**src/rtl/if_fetch_if.sv**
```systemverilog
// if_fetch_if: byte-wide shared-memory read port used by the fetch stage.
// master = fetch side (issues requests), slave = arbiter/memory side.
interface if_fetch_if;
  logic        mem_grant;
  logic        mem_rd;
  logic [31:0] mem_addr;
  logic [7:0]  mem_rdata;

  modport master (input mem_grant, input mem_rdata, output mem_rd, output mem_addr);
  modport slave  (output mem_grant, output mem_rdata, input mem_rd, input mem_addr);
endinterface

```
**src/rtl/if_fetch.sv**
```systemverilog
// if_fetch: RV32I fetch stage, four little-endian byte reads per word, IF/ID register folded in.
// Define IF_PREDICT_EN to build the 2-bit-counter branch predictor; otherwise next pc is always pc+4.
module if_fetch #(
  parameter logic [31:0] RESET_PC   = 32'h0,
  parameter int unsigned PRED_IDX_W = 6
) (
  input  logic        clk,
  input  logic        rst,
  if_fetch_if.master  bus,
  input  logic        stall_in,
  input  logic        ex_redirect,
  input  logic [31:0] ex_target,
  input  logic        ex_update,
  input  logic [31:0] ex_update_pc,
  input  logic        ex_taken,
  output logic [31:0] pc,
  output logic [31:0] instruction,
  output logic        prediction,
  output logic        valid
);

  typedef enum logic {FETCH, HOLD} state_t;

  state_t      state_q, state_d;
  logic [2:0]  cnt_q, cnt_d;
  logic [31:0] fpc_q, fpc_d;
  logic [31:0] word_q, word_d, word_full;
  logic [31:0] next_fpc;
  logic        pend_q, pend_d;
  logic        load, pred, granted, complete;
  logic [1:0]  lane;

  // In HOLD the word is already assembled; in FETCH byte 3 is arriving on mem_rdata this cycle.
  assign word_full = (state_q == HOLD) ? word_q : {bus.mem_rdata, word_q[23:0]};
  assign granted   = bus.mem_rd & bus.mem_grant;
  assign complete  = (state_q == FETCH) && pend_q && (cnt_q == 3'd4);
  assign lane      = cnt_q[1:0] - 2'd1;

`ifdef IF_PREDICT_EN
  localparam int unsigned N_CTR  = 1 << PRED_IDX_W;
  localparam logic [6:0]  OP_JAL = 7'b1101111;
  localparam logic [6:0]  OP_BR  = 7'b1100011;

  logic [1:0]            ctr_q [N_CTR];
  logic [PRED_IDX_W-1:0] look_idx, upd_idx;
  logic [31:0]           j_imm, b_imm;
  logic                  unused_upd_bits;

  assign look_idx        = fpc_q[PRED_IDX_W+1:2];
  assign upd_idx         = ex_update_pc[PRED_IDX_W+1:2];
  assign unused_upd_bits = ^{ex_update_pc[31:PRED_IDX_W+2], ex_update_pc[1:0]};
  assign j_imm = {{12{word_full[31]}}, word_full[19:12], word_full[20], word_full[30:21], 1'b0};
  assign b_imm = {{20{word_full[31]}}, word_full[7], word_full[30:25], word_full[11:8], 1'b0};

  // Registered counters: a same-cycle lookup of the index being trained sees the old value.
  always_ff @(posedge clk) begin
    if (!rst) begin
      for (int unsigned i = 0; i < N_CTR; i++) ctr_q[i] <= 2'b01;
    end else if (ex_update) begin
      if (ex_taken && ctr_q[upd_idx] != 2'b11)
        ctr_q[upd_idx] <= ctr_q[upd_idx] + 2'd1;
      else if (!ex_taken && ctr_q[upd_idx] != 2'b00)
        ctr_q[upd_idx] <= ctr_q[upd_idx] - 2'd1;
    end
  end

  always_comb begin
    pred     = 1'b0;
    next_fpc = fpc_q + 32'd4;
    case (word_full[6:0])
      OP_JAL: begin
        pred     = 1'b1;
        next_fpc = fpc_q + j_imm;
      end
      OP_BR: begin
        pred = ctr_q[look_idx][1];
        if (pred) next_fpc = fpc_q + b_imm;
      end
      default: ;
    endcase
  end
`else
  logic unused_pred_inputs;

  assign unused_pred_inputs = ^{ex_update, ex_update_pc, ex_taken};
  assign pred               = 1'b0;
  assign next_fpc           = fpc_q + 32'd4;
`endif

  always_comb begin
    state_d = state_q;
    cnt_d   = cnt_q;
    fpc_d   = fpc_q;
    word_d  = word_q;
    pend_d  = 1'b0;
    load    = 1'b0;
    if (state_q == FETCH) begin
      if (pend_q) word_d[{lane, 3'b000} +: 8] = bus.mem_rdata;
      if (granted) begin
        cnt_d  = cnt_q + 3'd1;
        pend_d = 1'b1;
      end
      if (complete) begin
        if (stall_in) begin
          state_d = HOLD;
        end else begin
          load  = 1'b1;
          fpc_d = next_fpc;
          cnt_d = '0;
        end
      end
    end else if (!stall_in) begin
      load    = 1'b1;
      state_d = FETCH;
      fpc_d   = next_fpc;
      cnt_d   = '0;
    end
    // Redirect wins over everything; dropping pend_d discards the in-flight byte.
    if (ex_redirect) begin
      state_d = FETCH;
      fpc_d   = ex_target;
      cnt_d   = '0;
      pend_d  = 1'b0;
      load    = 1'b0;
    end
  end

  always_ff @(posedge clk) begin
    if (!rst) begin
      state_q      <= FETCH;
      cnt_q        <= '0;
      fpc_q        <= RESET_PC;
      word_q       <= '0;
      pend_q       <= 1'b0;
      bus.mem_rd   <= 1'b0;
      bus.mem_addr <= '0;
      pc           <= '0;
      instruction  <= '0;
      prediction   <= 1'b0;
      valid        <= 1'b0;
    end else begin
      state_q      <= state_d;
      cnt_q        <= cnt_d;
      fpc_q        <= fpc_d;
      word_q       <= word_d;
      pend_q       <= pend_d;
      bus.mem_rd   <= (state_d == FETCH) && (cnt_d != 3'd4);
      bus.mem_addr <= fpc_d + {29'd0, cnt_d};
      if (ex_redirect) begin
        valid       <= 1'b0;
        instruction <= '0;
        prediction  <= 1'b0;
      end else if (!stall_in) begin
        if (load) begin
          valid       <= 1'b1;
          pc          <= fpc_q;
          instruction <= word_full;
          prediction  <= pred;
        end else begin
          valid       <= 1'b0;
          instruction <= '0;
          prediction  <= 1'b0;
        end
      end
    end
  end

endmodule

```
**src/flat_wrapper.sv**
```systemverilog
// flat-port wrapper written by rule: the top's interface ports become plain ports
module if_fetch_flat 
#(
  parameter logic [31:0] RESET_PC   = 32'h0,
  parameter int unsigned PRED_IDX_W = 6
)
  (clk, rst, stall_in, ex_redirect, ex_target, ex_update, ex_update_pc, ex_taken, pc, instruction, prediction, valid, bus_mem_grant, bus_mem_rdata, bus_mem_rd, bus_mem_addr);
  if_fetch_if bus_i ();
  input  logic clk;
  input  logic rst;
  input  logic stall_in;
  input  logic ex_redirect;
  input  logic [31:0] ex_target;
  input  logic ex_update;
  input  logic [31:0] ex_update_pc;
  input  logic ex_taken;
  output logic [31:0] pc;
  output logic [31:0] instruction;
  output logic prediction;
  output logic valid;
  input wire logic [$bits(bus_i.mem_grant)-1:0] bus_mem_grant;
  input wire logic [$bits(bus_i.mem_rdata)-1:0] bus_mem_rdata;
  output wire logic [$bits(bus_i.mem_rd)-1:0] bus_mem_rd;
  output wire logic [$bits(bus_i.mem_addr)-1:0] bus_mem_addr;
  assign bus_i.mem_grant = bus_mem_grant;
  assign bus_i.mem_rdata = bus_mem_rdata;
  assign bus_mem_rd = bus_i.mem_rd;
  assign bus_mem_addr = bus_i.mem_addr;
  if_fetch #(.RESET_PC(RESET_PC), .PRED_IDX_W(PRED_IDX_W)) u_core (.clk(clk), .rst(rst), .bus(bus_i), .stall_in(stall_in), .ex_redirect(ex_redirect), .ex_target(ex_target), .ex_update(ex_update), .ex_update_pc(ex_update_pc), .ex_taken(ex_taken), .pc(pc), .instruction(instruction), .prediction(prediction), .valid(valid));
endmodule
```
**config.mk**
```make
export PLATFORM = sky130hd
export DESIGN_NAME = if_fetch_flat
export DESIGN_NICKNAME = d
export VERILOG_FILES = /design/src/rtl/if_fetch_if.sv /design/src/rtl/if_fetch.sv /design/src/flat_wrapper.sv
export SDC_FILE = /design/constraint.sdc
export NUM_CORES = 1
export LEC_CHECK = 0
export ABC_AREA = 1
export CORE_ASPECT_RATIO = 1.5
export CORE_MARGIN = 4
export CORE_UTILIZATION = 55
export CTS_BUF_LIST = sky130_fd_sc_hd__clkbuf_8 sky130_fd_sc_hd__clkbuf_16
export CTS_CLUSTER_SIZE = 28
export DETAILED_ROUTE_END_ITERATION = 12
export GPL_TIMING_DRIVEN = 0
export PLACE_DENSITY = 0.82
export SLEW_MARGIN = 20
export SYNTH_ARGS = -nofsm -noshare
export SYNTH_HDL_FRONTEND = slang
export SYNTH_SLANG_ARGS = --single-unit
```
**constraint.sdc**
```tcl
create_clock -name clk -period 8.15 [get_ports clk]
set_input_delay 0.815 -clock clk [delete_from_list [all_inputs] [get_ports clk]]
set_output_delay 0.815 -clock clk [all_outputs]
set_load 0.02 [all_outputs]
```
* Word level (Yosys, flattened, before mapping)
Index checks and enable logic that the tools add are counted.
** Operators by class
- Add/subtract/negate cells :: 5
- Eq/ne operators :: 2
- Shift-type cells :: 2
- Mux-type cells :: 23
- Bitwise logic cells :: 6
- Reduce and logical (&&, ||, !) cells :: 7
** Operator list (count)
- 32-bit two-way mux :: 6
- 32-bit by 3-bit adder with 32-bit output :: 1
- 32-bit by 3-bit adder with 32-bit output, second input constant :: 1
- 32-bit bitwise mux :: 1
- 8-bit by 7-bit variable shift with 32-bit output, first input constant :: 1
- 8-bit by 7-bit variable part select with 32-bit output :: 1
- 3-bit two-way mux :: 6
- 1-bit two-way mux :: 10
- 5-bit negator with 7-bit output :: 1
- 1-bit inverter :: 5
- 3-bit by 1-bit adder with 3-bit output, second input constant :: 1
- 3-bit == test, second input constant :: 1
- 1-bit logical AND :: 3
- 3-bit != test, second input constant :: 1
- 3-bit AND reduction :: 1
- 3-bit OR reduction :: 1
- 2-bit AND reduction :: 1
- 2-bit OR reduction :: 1
- 2-bit by 1-bit subtractor with 2-bit output, second input constant :: 1
- 1-bit bitwise AND :: 1
** Storage, ports and cells
- Register bits after elaboration :: 167
- Bits of input ports :: 79
- Output and inout port bits :: 99
- Logic and storage cells :: 55

* Depth between registers and ports, before layout
- Depth after elaboration :: 8
- Mapped depth :: 25
- Mapped depth without buffers :: 22

* Worst setup path before layout
OpenSTA, ideal clock, no wires.
- Path type :: input to register
- Start point :: input port ex_redirect
- End point :: register u_core.bus.mem_addr[27]
- Library setup time :: 0.113 ns
- Data arrival time :: 3.353 ns
- Data required time :: 8.037 ns
- Slack :: 4.684 ns
- Cell stages on the path :: 20
- Path buffers :: 3
- Cells stage by stage :: clkinv_1 > buf_2 > buf_2 > buf_2 > or2_2 > o21ai_0 > inv_1 > ha_1 > nand3_1 > and2_0 > inv_1 > nand2_1 > nor2_2 > nand3_2 > nor2_4 > nand2_4 > nor2_8 > nand3_2 > nand2_1 > nand2_1
** On the way
- Longest elaborated chain between the ends :: 2
- Elaborated cells on any way between the ends :: 3
- Those cells by class :: add/sub (1); mux (2)
** Ends and longest elaborated chain
- start, declared :: line flat_wrapper.sv:12 : input logic ex_redirect;
- 32-bit two-way mux :: line if_fetch.sv:119 : if (ex_redirect) begin
- via u_core.fpc_d[1] :: line if_fetch.sv:26 : logic [31:0] fpc_q, fpc_d;
- 32-bit by 3-bit adder with 32-bit output :: line if_fetch.sv:148 : bus.mem_addr <= fpc_d + {29'd0, cnt_d};
- end signal, assigned :: line if_fetch.sv:148
- end, declared :: line if_fetch_if.sv:9 : modport master (input mem_grant, input mem_rdata, output mem_rd, output mem_addr);
The timed path passes the listed nets, and every way through them passes these cells.
A chain may end at the register's enable or synchronous reset.

* Worst setup path in the final report
- Start point :: register u_core.cnt_q[0]
- End point :: register u_core.bus.mem_addr[28]
** On the way
- Longest elaborated chain between the ends :: 7
- Elaborated cells on any way between the ends :: 13
- Those cells by class :: add/sub (2); eq/ne (1); mux (9); reduce/logical (1)
** Ends and longest elaborated chain
- start, declared :: line if_fetch.sv:25 : logic [2:0] cnt_q, cnt_d;
- start signal, assigned :: line if_fetch.sv:143 : cnt_q <= cnt_d;
- 3-bit by 1-bit adder with 3-bit output :: line if_fetch.sv:100 : cnt_d = cnt_q + 3'd1;
- 3-bit two-way mux :: line if_fetch.sv:99 : if (granted) begin
- 3-bit two-way mux :: line if_fetch.sv:104 : if (stall_in) begin
- 3-bit two-way mux * :: line if_fetch.sv:103 : if (complete) begin
- 3-bit two-way mux * :: line if_fetch.sv:97 : if (state_q == FETCH) begin
- 3-bit two-way mux * :: line if_fetch.sv:119
- via u_core.cnt_d[1] :: line if_fetch.sv:25
- 32-bit by 3-bit adder with 32-bit output * :: line if_fetch.sv:148
The timed path passes the listed nets; every way through them passes the cells marked *.

==> key figures <==
Outcome
  – Outcome: completed

Layout
  – Most frequent cells in the layout: nand2_1 (249), dfxtp_1 (167), clkdlybuf4s50_1 (140)
  – Area Growth Syn to Fin: 27.0%
  – ANT cells: 0
  – Layout Utilization: 71.5%
  – Commonest non-fill, non-tap cell in the layout: nand2_1
  – Layout cells sized above 1: between 10% and 20%
  – Filler cells: 1241
  – Fin nets: 1397

Logic synthesis
  – Mapped Avg Cell Area: 7.15 um^2
  – Top cells by area, synth: dfxtp_1 (41%), nand2_1 (11%), inv_1 (5.9%)
  – Fraction of registers with async set/reset: 0%
  – Synth Register Bits: 167
  – Mapped Area: 8220 um^2
  – Yosys warning count: 0
  – Post-synth EDFFs: 0
  – Synth top area share: 40.7%
  – Post-synthesis sequential area ratio: 40.7%
  – Synth Flop Type: dfxtp_1
  – Mapped Cells: 1149
  – Distinct cells, synth: 47
  – Biggest area consumer among synthesized cells: dfxtp_1
  – Syn Nets: roughly 1200

Timing
  – Fmax: approximately 230 MHz
  – Slew Limit Fails: 0
  – Setup TNS: 0 ns
  – Worst rel slew slack: 40.8%
  – Tightest hold margin: 0.455 ns
  – RSZ-0062 raised after global routing: false
  – Least-Margin Pin Slew: 0.880 ns
  – Tcrit/Tclk final: around 54%
  – Worst clock skew: 0.0126 ns
  – Final setup viols: 0
  – Final hold violation count: 0
  – Min Tclk post-route: 4.37 ns

Critical path
  – CP Data Required Time: 8.48 ns
  – Setup CP Type: flip-flop to flip-flop
  – Critical-path cell list: clkbuf_1 -> inv_1 -> clkbuf_1 -> ha_1 -> clkbuf_1 -> nor2_1 -> a21oi_1 -> a22oi_1 -> nor2_1 -> inv_1 -> fa_1 -> nor2_1 -> or2_2 -> nand2_2 -> nor2_4 -> nand2_2 -> nor2_4 -> nand2_1 -> nor2_2 -> nand3b_1 -> nand2_1 -> nand2_1
  – Crit start category: flip-flop
  – Crit path max fanout: 12
  – Arr. time, crit path: around 4.7 ns
  – Critical Path Max Stage Delay: 0.43 ns
  – Worst setup EP type: flip-flop
  – CP max-delay cell: fa_1

Placed design
  – DP HPWL: 20900 um
  – # port buffers: 140
  – Gpl congestion: 1.06

Detailed routing
  – Vias post-DR: 8280
  – Initial DRC count: 565
  – Routed len/inst: about 18 um
  – 1st-pass router iterations: 6
  – Vias per inst: approximately 5.5
  – Final ANT Viol Nets: 0
  – Total Wirelength: between 20000 and 30000 um
  – DRC: 0

CTS
  – Clock Sinks: between 150 and 200
  – H-tree Lvls: 4
  – CTS Buf Count: 17
  – CTS clock-pin slew for the worst setup and hold paths: 0.07 ns
  – Clock Tree Root: clkbuf_16
  – Post-cts gate resize count: 0
  – Worst-Skew Late Latency: around 0.43 ns
  – Cts hold-fix bufs: 0
  – Clock Tree Buf Depth: 2
  – CTS tree: built
  – Post-CTS Setup Repair Bufs: 0

Global route
  – GRT overflow: 0
  – Global-route usage over all layers: 31.2%
  – Vias in the first global route: 8034
  – Initial antenna violation count: 0
  – Largest net degree at the start of global routing: 17
  – Global-route wire length before repair: 40700 um

Die
  – Core ar.: 14600 um^2
  – Die W: about 110 um
  – Ports: 178
  – Row count: 54
  – Die height: ~160 um
  – Die area: roughly 17000 um^2
  – Starting Density: around 56%

Flow run
  – Max_cap viols: 0

Hold path
  – HP Class: flip-flop to flip-flop

Pwr
  – Leak: 0.00414 uW
  – Max rail drop VDD: 0.122 mV
  – Pwr/cell area: 180 nW/um^2
==> cell families (layout without fill, tap and decap cells) <==
kind of cell	Yosys count	after routing	synth area share, %
flip-flops	167	167	40.7
AO/OA/AOI/OAI	214	214	14.6
adder cells (fa/ha/maj)	10	10	1.61
XOR/XNOR	3	3	0.320
AND/OR/NAND/NOR	560	560	33.1
buffers and inverters	194	365	9.55
other	1	1	0.0456
==> cells in the mapped netlist, types with 11 or more instances <==
library cell and n:
a211oi_1 24, or2_2 17, inv_1 129, o21ai_0 55, clkbuf_1 37, a31oi_1 24, a21oi_1 93, nand2_1 249
nor2_2 16, nand3_2 11, nor2_1 107, nor2_4 16, nand3_1 69, nand4_1 26, nand2_2 26, dfxtp_1 167
==> through the flow <==
step | setup WS (ns) | power, uW | std cells | cell area (um^2)
after detailed placement | 3.46 | 1090 | 1485 | 9860
final | 3.78 | 1880 | 1516 | 10400
after global routing | 3.50 | 1940 | 1516 | 10400
after CTS | 3.88 | 1880 | 1516 | 10400
after floorplan | 4.68 | 998 | 1149 | 8220
after global placement | 3.52 | 1090 | 1485 | 9860
==> routing by layer <==
| layer | wire length, um | vias up | global-route usage [%] |
|---|---|---|---|
| li1 | - | 4042 | - |
| met1 | 9120 | 3752 | 29.9 |
| met2 | 14100 | 367 | 59.1 |
| met3 | 1410 | 119 | 4.98 |
| met5 | 0 | - | 0 |
| met4 | 2010 | 0 | 22.9 |
==> layout make-up <==
class	count	area (um^2)	area share, %
Clock inverter	13	136	1.31
Buffer	56	256	2.46
Tap cell	196	245	2.35
Clock buffer	18	439	4.21
Timing Repair Buffer	140	1400	13.4
Sequential cell	167	3340	32.0
Multi-Input combinational cell	788	4090	39.2
Inverter	138	528	5.06
==> critical path, delay by kind of cell, from the launching register on <==
family                   cells  cell delay (ns)
buffers and inverters        5             1.30
adder cells (fa/ha/maj)      2             0.81
AO/OA/AOI/OAI                2             0.26
AND/OR/NAND/NOR             13             1.53
flip-flops                   1             0.38
==> flip-flops by register name (all words and copies together), names as in the netlist <==
| name | count |
|---|---|
| u_core.state_q | 1 |
| u_core.instruction | 32 |
| u_core.valid | 1 |
| u_core.bus.mem_addr | 32 |
| u_core.cnt_q | 3 |
| u_core.word_q | 32 |
| u_core.bus.mem_rd | 1 |
| u_core.pc | 32 |
| u_core.fpc_q | 32 |
| u_core.pend_q | 1 |
==> where the power goes <==
part	switching (uW)	total, uW	internal, uW
Sequential	19.6	858	839
Combinational	144	221	76.9
Clock	361	797	436
==> final timing paths <==
check                                       start                 endpoint  slack [ns]  cells past startpoint
worst max-delay path              u_core.cnt_q[0]  u_core.bus.mem_addr[28]        3.78                     22
worst min-delay path            u_core.word_q[16]        u_core.word_q[16]        0.45                      2
worst max register to register    u_core.cnt_q[0]  u_core.bus.mem_addr[28]        3.78                     22
worst min register to register  u_core.word_q[16]        u_core.word_q[16]        0.45                      2
Power figures use the tool's default switching activity.
==> patch (config.mk and constraints unchanged) <==
`word_q` no longer has a reset.
--- a/src/rtl/if_fetch.sv
+++ b/src/rtl/if_fetch.sv
@@ -130,7 +130,6 @@
       state_q      <= FETCH;
       cnt_q        <= '0;
       fpc_q        <= RESET_PC;
-      word_q       <= '0;
       pend_q       <= 1'b0;
       bus.mem_rd   <= 1'b0;
       bus.mem_addr <= '0;
@@ -142,7 +141,6 @@
       state_q      <= state_d;
       cnt_q        <= cnt_d;
       fpc_q        <= fpc_d;
-      word_q       <= word_d;
       pend_q       <= pend_d;
       bus.mem_rd   <= (state_d == FETCH) && (cnt_d != 3'd4);
       bus.mem_addr <= fpc_d + {29'd0, cnt_d};
@@ -165,5 +163,9 @@
     end
   end
 
+  always_ff @(posedge clk) begin
+    word_q <= word_d;
+  end
+
 endmodule
 
Behaviour: same outputs for any inputs over 4 cycles, from zero or initial values and one cycle with rst low; that may be too few to reach the edited logic, so the function may still have changed.
==> patch against the unedited design <==
  * Fmax shrank 3.4%
  * Area after synthesis shrank 2.6%
  * Sequential power grew 2.6%
  * Clock power grew 6.4%
  * Core utilization grew 1.2 points
  * First-iteration DRC count shrank 5.7%
  * Setup slack lost 0.15 ns
  * Wire length shrank 10%
  * Cell area shrank 1.7%
  * Combinational power shrank 8%
  * Critical path depth grew 1
  * Sequential cell count is the same
  * Power grew 2.9%
==> patch: results (changes against the unedited design) <==
| Metric | Value |
|---|---|
| Slowest cell delay on critical path | 0.69 ns (+0.26 ns) |
| Drt pass-1 iters | 8 (+2) |
| Number of H-tree levels | 4 (unchanged) |
| Post-synthesis sequential area ratio | 0.458 (+0.0510) |
| Net Sw Frac | 0.260 (-0.0199) |
| Clk_lat worst skew | 0.43 ns (about the same) |
| Post-synthesis mux area share | 0 (unchanged) |
| Routability cong. | 0.917 (-13%) |
| Nets | 1333 (-4.6%) |
| CTS resizes | 0 (unchanged) |
| CP arrival | 4.85 ns (+0.15 ns) |
| First-pass GRT wire length | 38200 um (-6.1%) |
| N_diodes | 0 (unchanged) |
| Max FO, Critical Path | 10 (-2) |
| Post-Route Skew | 0.0160 ns (+0.00339 ns) |
| XOR/XNOR share of the synthesized area | 0.00219 (-0.00101) |
| Critical path's slowest cell | clkdlybuf4s50_1 |
| Hold WC Path Type | reg -> reg |
| Drt wl/cell | 16.5 um (-6.3%) |
| Reg clk slew, reported paths | 0.07 ns (about the same) |
| Synth top cells by count | nand2_1, nor2_1, dfxtp_1, inv_1, a21oi_1 |
| Largest net degree at the start of global routing | 18 (+1) |
| Clock Path Buffers | 2 (unchanged) |
| Yosys cell types | 45 (-4.3%) |
| Root Driver | clkbuf_16 |
| Maximum VDD drop | 0.000112 V (-8.2%) |
| Layout cells sized above 1 | 0.102 (-0.0141) |
| P_leak | 4.18 nW (+0.89%) |
| Vias in the first global route | 7593 (-5.5%) |
| Initial antenna violation count | 0 (unchanged) |
| Post-synth EDFFs | 32 (+32) |
| Worst path top cell family by delay | simple AND/OR/NAND/NOR gates |
| Adder-cell area share of the yosys netlist | 0.0166 (+0.000437) |
| Top FF cell, synth | dfxtp_1 |
| GRT Util Overall | 0.292 (-0.0200) |
| Post-synthesis compound-gate area fraction | 0.109 (-0.0372) |
| Vias | 7660 (-7.5%) |
| Ys async rst share | 0 (unchanged) |
| Post-CTS setup repair buffer count | 0 (unchanged) |
| Pre-CTS WS | 3.27 ns (-0.186 ns) |
| Syn Nets | 1173 (-5.3%) |
| Worst-margin pin slew | 0.753 ns (-0.127 ns) |
| Main area contributors after synthesis | dfxtp_1, nand2_1, edfxtp_1, nor2_1, a21oi_1 |
| Yosys warnings | 0 (unchanged) |
| Status | finished, final reports clean |
| Port bufs | 141 (+0.71%) |
| Number of DRC markers in iteration 0 | 533 (-5.7%) |
| Total clock buffers created by CTS | 17 (unchanged) |
| Post-DP HPWL | 18500 um (-11%) |
patch: cell types whose count changed after synthesis, sizes merged, moves of 16 or more:
cell	delta
inv	-27
dfxtp	-32
a211oi	-24
nor2	+28
edfxtp	+32
a21oi	-16
a31oi	-23
patch: cell families (layout without fill, tap and decap cells):
logic type,count (synthesis),after routing
simple gates,592,592
flops,167,167
compound gates,159,159
buf+inv,153,326
fa+ha+maj,10,10
xor+xnor,2,2
other cells,1,1
patch: worst paths after layout:
kind                          startpoint                       to  slack [ns]  cells after the start
hold / removal    u_core.instruction[14]   u_core.instruction[14]        0.46                      2
setup / recovery             ex_redirect  u_core.bus.mem_addr[29]        3.62                     23
hold reg to reg   u_core.instruction[14]   u_core.instruction[14]        0.46                      2
setup reg to reg         u_core.cnt_q[0]  u_core.bus.mem_addr[22]        4.30                     21
patch: tightest hold or removal path, stage by stage, from the launching register on:
cell	delay [ns]
dfxtp_1	0.31
nand2_1	0.06
a21oi_1	0.05
patch: area by class of cell:
cell class / instances / area [um2]
fillers: 1167 / 3860
multi-input cells: 764 / 3730
flip-flops and latches: 167 / 3660
repair buffers: 141 / 1410
inverters: 113 / 429
clock buffers: 17 / 425
well taps: 192 / 240
clock inverters: 15 / 189
plain buffers: 40 / 179
patch: power by group through the flow:
stage	registers, mW	clock network [mW]	logic (mW)
floorplan	0.907	0	0.106
global placement	0.897	0	0.200
detailed placement	0.898	0	0.201
CTS	0.880	0.853	0.203
global route	0.882	0.894	0.223
finish	0.880	0.848	0.204
patch: through the flow:
stage	std cells	cell area [um2]	util	hold WS [ns]
final	1449	10300	0.727	0.464
after global routing	1449	10300	0.727	0.482
after CTS	1449	10300	0.727	0.461
after detailed placement	1417	9650	0.683	0.452
after global placement	1417	9650	0.683	0.449
after floorplan	1084	8000	-	0.442
patch: layer usage:
layer / wire length [um] / GRT usage / share of wire
met5: 0 / 0 / 0
met3: 1320 / 0.0431 / 0.055
met2: 12600 / 0.534 / 0.53
met4: 1180 / 0.152 / 0.049
met1: 8800 / 0.327 / 0.37
